==> src/rtl/alu_result_collector.sv <==
// -----------------------------------------------------------------------------
// alu_result_collector
//
// Return path of the ALU. The dispatcher issues one opcode at a time. This block
// waits for the matching functional unit to pulse its done bit, turns the done
// vector back into a 3-bit opcode, compares it with the opcode that was issued,
// and presents one tagged result downstream through a valid/ready handshake.
//
// Unit mapping (done bit index == opcode):
//   0 add, 1 sub, 2 mul, 3 shift, 4 and, 5 or, 6 xor, 7 div
//
// Parameters
//   WIDTH    result width of every functional unit
//   TIMEOUT  cycles to wait for a done before aborting; 0 disables the timeout
//
// Ports
//   clk           in   single clock, rising edge
//   rst           in   synchronous active-high reset
//   issue_valid   in   dispatcher presents an opcode
//   issue_opcode  in   opcode just dispatched
//   issue_ready   out  collector can accept an issue
//   unit_done     in   per-unit done pulses, index = opcode
//   unit_result   in   per-unit results, slice i = [i*WIDTH +: WIDTH]
//   res_valid     out  result/tag/err held stable until accepted
//   res_ready     in   downstream accepts the result
//   res_data      out  captured result
//   res_opcode    out  opcode encoded from unit_done
//   res_err       out  00 ok, 01 mismatch, 10 multi-hot, 11 timeout
//   spurious      out  sticky: unit_done seen while not waiting for one
// -----------------------------------------------------------------------------
module alu_result_collector #(
    parameter int WIDTH   = 32,
    parameter int TIMEOUT = 64
) (
    input  logic               clk,
    input  logic               rst,
    input  logic               issue_valid,
    input  logic [2:0]         issue_opcode,
    output logic               issue_ready,
    input  logic [7:0]         unit_done,
    input  logic [8*WIDTH-1:0] unit_result,
    output logic               res_valid,
    input  logic               res_ready,
    output logic [WIDTH-1:0]   res_data,
    output logic [2:0]         res_opcode,
    output logic [1:0]         res_err,
    output logic               spurious
);

    typedef enum logic [1:0] {
        ST_IDLE = 2'd0,
        ST_WAIT = 2'd1,
        ST_HOLD = 2'd2
    } state_e;

    localparam logic [1:0] ERR_OK       = 2'b00;
    localparam logic [1:0] ERR_MISMATCH = 2'b01;
    localparam logic [1:0] ERR_MULTI    = 2'b10;
    localparam logic [1:0] ERR_TIMEOUT  = 2'b11;

    // Timer is wide enough to reach TIMEOUT-1 and then sit saturated.
    localparam int             TW   = $clog2(TIMEOUT + 2) + 1;
    localparam logic [TW-1:0]  TMAX = '1;
    localparam logic [TW-1:0]  TLIM = TW'((TIMEOUT > 0) ? (TIMEOUT - 1) : 0);

    // Lowest set bit wins when more than one unit reports done.
    function automatic logic [2:0] lowest_idx(input logic [7:0] v);
        logic [2:0] r;
        casez (v)
            8'b????_???1: r = 3'd0;
            8'b????_??10: r = 3'd1;
            8'b????_?100: r = 3'd2;
            8'b????_1000: r = 3'd3;
            8'b???1_0000: r = 3'd4;
            8'b??10_0000: r = 3'd5;
            8'b?100_0000: r = 3'd6;
            8'b1000_0000: r = 3'd7;
            default:      r = 3'd0;
        endcase
        return r;
    endfunction

    // True when two or more bits are set.
    function automatic logic is_multi_hot(input logic [7:0] v);
        return (v & (v - 8'd1)) != 8'd0;
    endfunction

    state_e           state_q, state_d;
    logic [2:0]       exp_op_q, exp_op_d;
    logic [TW-1:0]    timer_q, timer_d;
    logic [TW-1:0]    timer_inc;
    logic             issue_ready_q, issue_ready_d;
    logic             res_valid_q, res_valid_d;
    logic [WIDTH-1:0] res_data_q, res_data_d;
    logic [2:0]       res_opcode_q, res_opcode_d;
    logic [1:0]       res_err_q, res_err_d;
    logic             spurious_q, spurious_d;
    logic [2:0]       hit_idx;
    logic             timeout_hit;

    // Next-state and next-output logic for the IDLE/WAIT/HOLD sequence.
    always_comb begin
        state_d      = state_q;
        exp_op_d     = exp_op_q;
        timer_d      = timer_q;
        res_valid_d  = res_valid_q;
        res_data_d   = res_data_q;
        res_opcode_d = res_opcode_q;
        res_err_d    = res_err_q;
        hit_idx      = lowest_idx(unit_done);
        timer_inc    = (timer_q == TMAX) ? timer_q : (timer_q + {{(TW-1){1'b0}}, 1'b1});
        // timer_inc counts the current WAIT cycle, so the abort fires in
        // cycle TIMEOUT-1 after the issue and res_valid shows in cycle TIMEOUT.
        timeout_hit  = (TIMEOUT != 0) && (timer_inc >= TLIM);

        case (state_q)
            ST_IDLE: begin
                if (issue_valid && issue_ready_q) begin
                    exp_op_d = issue_opcode;
                    timer_d  = '0;
                    state_d  = ST_WAIT;
                end else begin
                    state_d  = ST_IDLE;
                end
            end
            ST_WAIT: begin
                if (unit_done != 8'd0) begin
                    res_data_d   = unit_result[int'(hit_idx) * WIDTH +: WIDTH];
                    res_opcode_d = hit_idx;
                    if (is_multi_hot(unit_done)) begin
                        res_err_d = ERR_MULTI;
                    end else if (hit_idx == exp_op_q) begin
                        res_err_d = ERR_OK;
                    end else begin
                        res_err_d = ERR_MISMATCH;
                    end
                    res_valid_d = 1'b1;
                    state_d     = ST_HOLD;
                end else begin
                    timer_d = timer_inc;
                    if (timeout_hit) begin
                        res_data_d   = '0;
                        res_opcode_d = exp_op_q;
                        res_err_d    = ERR_TIMEOUT;
                        res_valid_d  = 1'b1;
                        state_d      = ST_HOLD;
                    end else begin
                        state_d      = ST_WAIT;
                    end
                end
            end
            ST_HOLD: begin
                if (res_ready) begin
                    res_valid_d = 1'b0;
                    state_d     = ST_IDLE;
                end else begin
                    state_d     = ST_HOLD;
                end
            end
            default: begin
                res_valid_d = 1'b0;
                state_d     = ST_IDLE;
            end
        endcase

        // Ready tracks the state being entered, so it is a clean register output.
        issue_ready_d = (state_d == ST_IDLE);
        spurious_d    = spurious_q | ((state_q != ST_WAIT) && (unit_done != 8'd0));
    end

    // State and output registers with synchronous reset.
    always_ff @(posedge clk) begin
        if (rst) begin
            state_q       <= ST_IDLE;
            exp_op_q      <= 3'd0;
            timer_q       <= '0;
            issue_ready_q <= 1'b0;
            res_valid_q   <= 1'b0;
            res_data_q    <= '0;
            res_opcode_q  <= 3'd0;
            res_err_q     <= 2'd0;
            spurious_q    <= 1'b0;
        end else begin
            state_q       <= state_d;
            exp_op_q      <= exp_op_d;
            timer_q       <= timer_d;
            issue_ready_q <= issue_ready_d;
            res_valid_q   <= res_valid_d;
            res_data_q    <= res_data_d;
            res_opcode_q  <= res_opcode_d;
            res_err_q     <= res_err_d;
            spurious_q    <= spurious_d;
        end
    end

    assign issue_ready = issue_ready_q;
    assign res_valid   = res_valid_q;
    assign res_data    = res_data_q;
    assign res_opcode  = res_opcode_q;
    assign res_err     = res_err_q;
    assign spurious    = spurious_q;

endmodule

==> config.mk <==
export PLATFORM = sky130hd
export DESIGN_NAME = alu_result_collector
export DESIGN_NICKNAME = d
export VERILOG_FILES = /design/src/rtl/alu_result_collector.sv
export SDC_FILE = /design/constraint.sdc
export NUM_CORES = 1
export LEC_CHECK = 0
export BUFFER_PORTS_ARGS = -buffer_cell sky130_fd_sc_hd__buf_4
export CAP_MARGIN = 20
export CORE_AREA = 2 2 122 124
export DETAILED_ROUTE_END_ITERATION = 6
export DIE_AREA = 0 0 124 126
export PLACE_DENSITY = 0.76
export RECOVER_POWER = 100
export SETUP_SLACK_MARGIN = 0.1
export SLEW_MARGIN = 0
export SYNTH_ARGS = -nofsm -noshare
export SYNTH_HDL_FRONTEND = slang
export SYNTH_SLANG_ARGS = --single-unit
==> constraint.sdc <==
create_clock -name clk -period 2.4 [get_ports clk]
set_input_delay 0.36 -clock clk [delete_from_list [all_inputs] [get_ports clk]]
set_output_delay 0.36 -clock clk [all_outputs]
set_load 0.02 [all_outputs]
==> metrics.yaml <==
run_status:
  status: "finished, final reports clean"
yosys:
  synth_area_leaders: "dfxtp_1 25%, mux2i_1 9.0%, a221o_1 6.8%"
  synth_cell_types: 51
  ys_ff_latch: 53
  syn_inst: 564
  synth_nets: 836
  synth_edf_count: 0
  synth_top_cell_by_area: "dfxtp_1"
  avgSynthCellArea_um2: 7.51
  ys_seq_area_share_pct: 25.0
  syn_area_mm2: 0.00424
  synth_top_flop_cell: "dfxtp_1"
  synthArstFlopShare_pct: 0
  yosysWarnings: 0
  synth.top_cell.area_share_pct: 25.0
sta:
  fin_crit_ps: 2300
  tightest_slew_ps: 766
  period_share_pct: 95.9
  clock_skew_ps: 11.3
  slew_headroom_pct: 48.9
  rsz0062_at_grt: "true"
  fmax_mhz: 435
  finalHoldViolCount: 0
  tns_ps: 0
  whs_ps: 292
  finalSetupViolCount: 0
  slew_viol_final: 0
setup_path:
  end_kind: "flop"
  crit_path_max_incr_delay_ps: 520
  cpMaxStageDelayCell: "or4b_4"
  worst-setup-path-type: "flop to flop"
  crit_arrival_ps: 2500
  cp.required_ps: 2600
  start_kind: "flop"
  cp_max_fo: 12
  cpLargestDelayFamily: "simple AND/OR/NAND/NOR gates"
  path_buf_inv: 1
  crit_chain: "ha_4 > and3b_2 > a2111oi_0 > or4b_4 > a31oi_4 > nor2_4 > buf_4 > a221o_1"
drt:
  highest_layer: "met4"
  wl_per_cell_um: 18.7
  wl_met1_um: 7860
  remaining_drc_errors: 0
  via_per_inst: 5.52
  antenna_left: 0
  wl_met3_um: 1560
  vias: 5798
  drt-total-wl_um: 19600
  wl_met2_um: 9680
  drtPass1Iterations: 5
  drt_iter0_markers: 336
cells_and_area:
  fillers: 1477
  layout_common_cells: "296 x buf_4, 74 x nand2_1, 50 x dfxtp_1"
  multiInputGateArea_mm2: 0.00296
  post-route-util_pct: 48.6
  drive_gt1_share_pct: 39.1
  fin_nets: 1138
  layout_commonest_cell: "buf_4"
  syn2layout_area_growth_pct: 64.2
  antenna_cells: 0
  regArea_mm2: 0.00107
place:
  io_buffer_count: 310
  dpl.hpwl_um: 14900
  place_congestion: 0.927
clocking:
  ctsHoldBuffers: 0
  cts_root_buf: "clkbuf_16"
  clkTransAtPathRegs_ps: 80
  cts.htree.levels: 2
  cts_sinks: 53
  tritoncts: "built"
  worstSkewPairLatency_ps: 310
  cts.path.max_buffers: 2
  cts_buffers: 5
power_and_ir_drop:
  cellLeakagePower_uw: 0.00300
  ir_drop_v: 0.000350
  design_power_total_uw: 2550
  power_density_mw_per_mm2: 366
grt:
  overflow: 0
  antenna_found_initial: 0
  grt_usage_pct: 23.8
  grt_pass1_wl_um: 28900
  grt_max_degree: 37
  grt_pass1_vias: 5460
die:
  die_w_um: 124
  die-area_mm2: 0.0156
  core_mm2: 0.0143
  initial_core_util_pct: 29.6
  fp-row-count: 44
  ios: 311
  die_h_um: 126
worst_hold_path:
  worstHoldPathType: "primary input to flop"
job:
  maxCapViolations: 0
==> metal layers <==
metal | global-route usage [%] | up-vias
li1 | - | 2825
met1 | 28.5 | 2645
met2 | 41.8 | 288
met3 | 5.03 | 40
met4 | 8.13 | 0
met5 | 0 | -
==> cells by family (layout without fill, tap and decap cells) <==
logic type	Yosys count	count (layout)	synth area share, %
buf+inv	55	358	6.91
simple gates	181	181	19.5
flops	53	53	25.0
xor+xnor	1	1	0.207
fa+ha+maj	2	2	0.531
mux	38	38	8.98
compound gates	234	234	38.8
==> worst paths after layout <==
path | cells after the start | slack (ps) | end | start
setup / recovery | 8 | 100 | res_data[15] | timer_q[1]
hold / removal | 3 | 290 | exp_op_q[0] | issue_opcode[0]
setup reg to reg | 8 | 100 | res_data[15] | timer_q[1]
hold reg to reg | 1 | 490 | res_data[31] | res_data[31]
==> worst register-to-register path: stages, from the launching register on <==
cell and delay (ps):
dfxtp_4 370, ha_4 260, and3b_2 170, a2111oi_0 60, or4b_4 520, a31oi_4 190
nor2_4 90, buf_4 220, a221o_1 320
==> cell usage after synthesis (all sizes together), types with 2 or more instances <==
cell type     n
a31oi        35
nand2        74
and3          2
dlygate4sd1   5
a2111oi       2
dfxtp        53
o211ai       32
clkbuf       33
nor2b         3
o21ai        42
nor3         10
nor4          3
nor2         37
a311oi        4
o221ai       32
a211oi        3
mux2i        38
buf          15
a21oi        45
nand3        42
or2           2
a221o        32
==> state kept, by name (all words and copies together), names as in the netlist, 2 cells and up <==
signal      count
exp_op_q        3
res_data       32
res_err         2
res_opcode      3
state_q         2
timer_q         8
==> power by group <==
group,internal (µW),switching (µW)
clock network,391,378
logic,455,392
registers,910,22.1
total,1760,793
==> what timing repair did <==
action / 4_1_cts / 5_1_grt
resized for setup: 0 / 6
cloned: 0 / 2
pin swaps: 1 / 0
setup buffers: 1 / 2
endpoints found under the setup margin: 3 / 33
==> metrics by stage <==
| stage | cells | worst slack, ps | instance area (µm²) |
|---|---|---|---|
| 2_1_floorplan | 564 | 54.9 | 4260 |
| 3_3_place_gp | 1038 | 83.3 | 6930 |
| 3_5_place_dp | 1038 | 21.8 | 6930 |
| 4_1_cts | 1047 | 97.0 | 7080 |
| 5_1_grt | 1051 | 27.8 | 6960 |
| 6_report | 1051 | 98.5 | 6960 |
==> area by class of cell <==
cell class / instances / share of cell area (%)
multi-input cells: 456 / 42.6
repair buffers: 349 / 36.6
flip-flops and latches: 53 / 15.4
well taps: 184 / 3.31
clock buffers: 5 / 1.80
clock inverters: 3 / 0.288
inverters: 1 / 0.0539
Note: power is estimated with default switching activity, not from simulation.
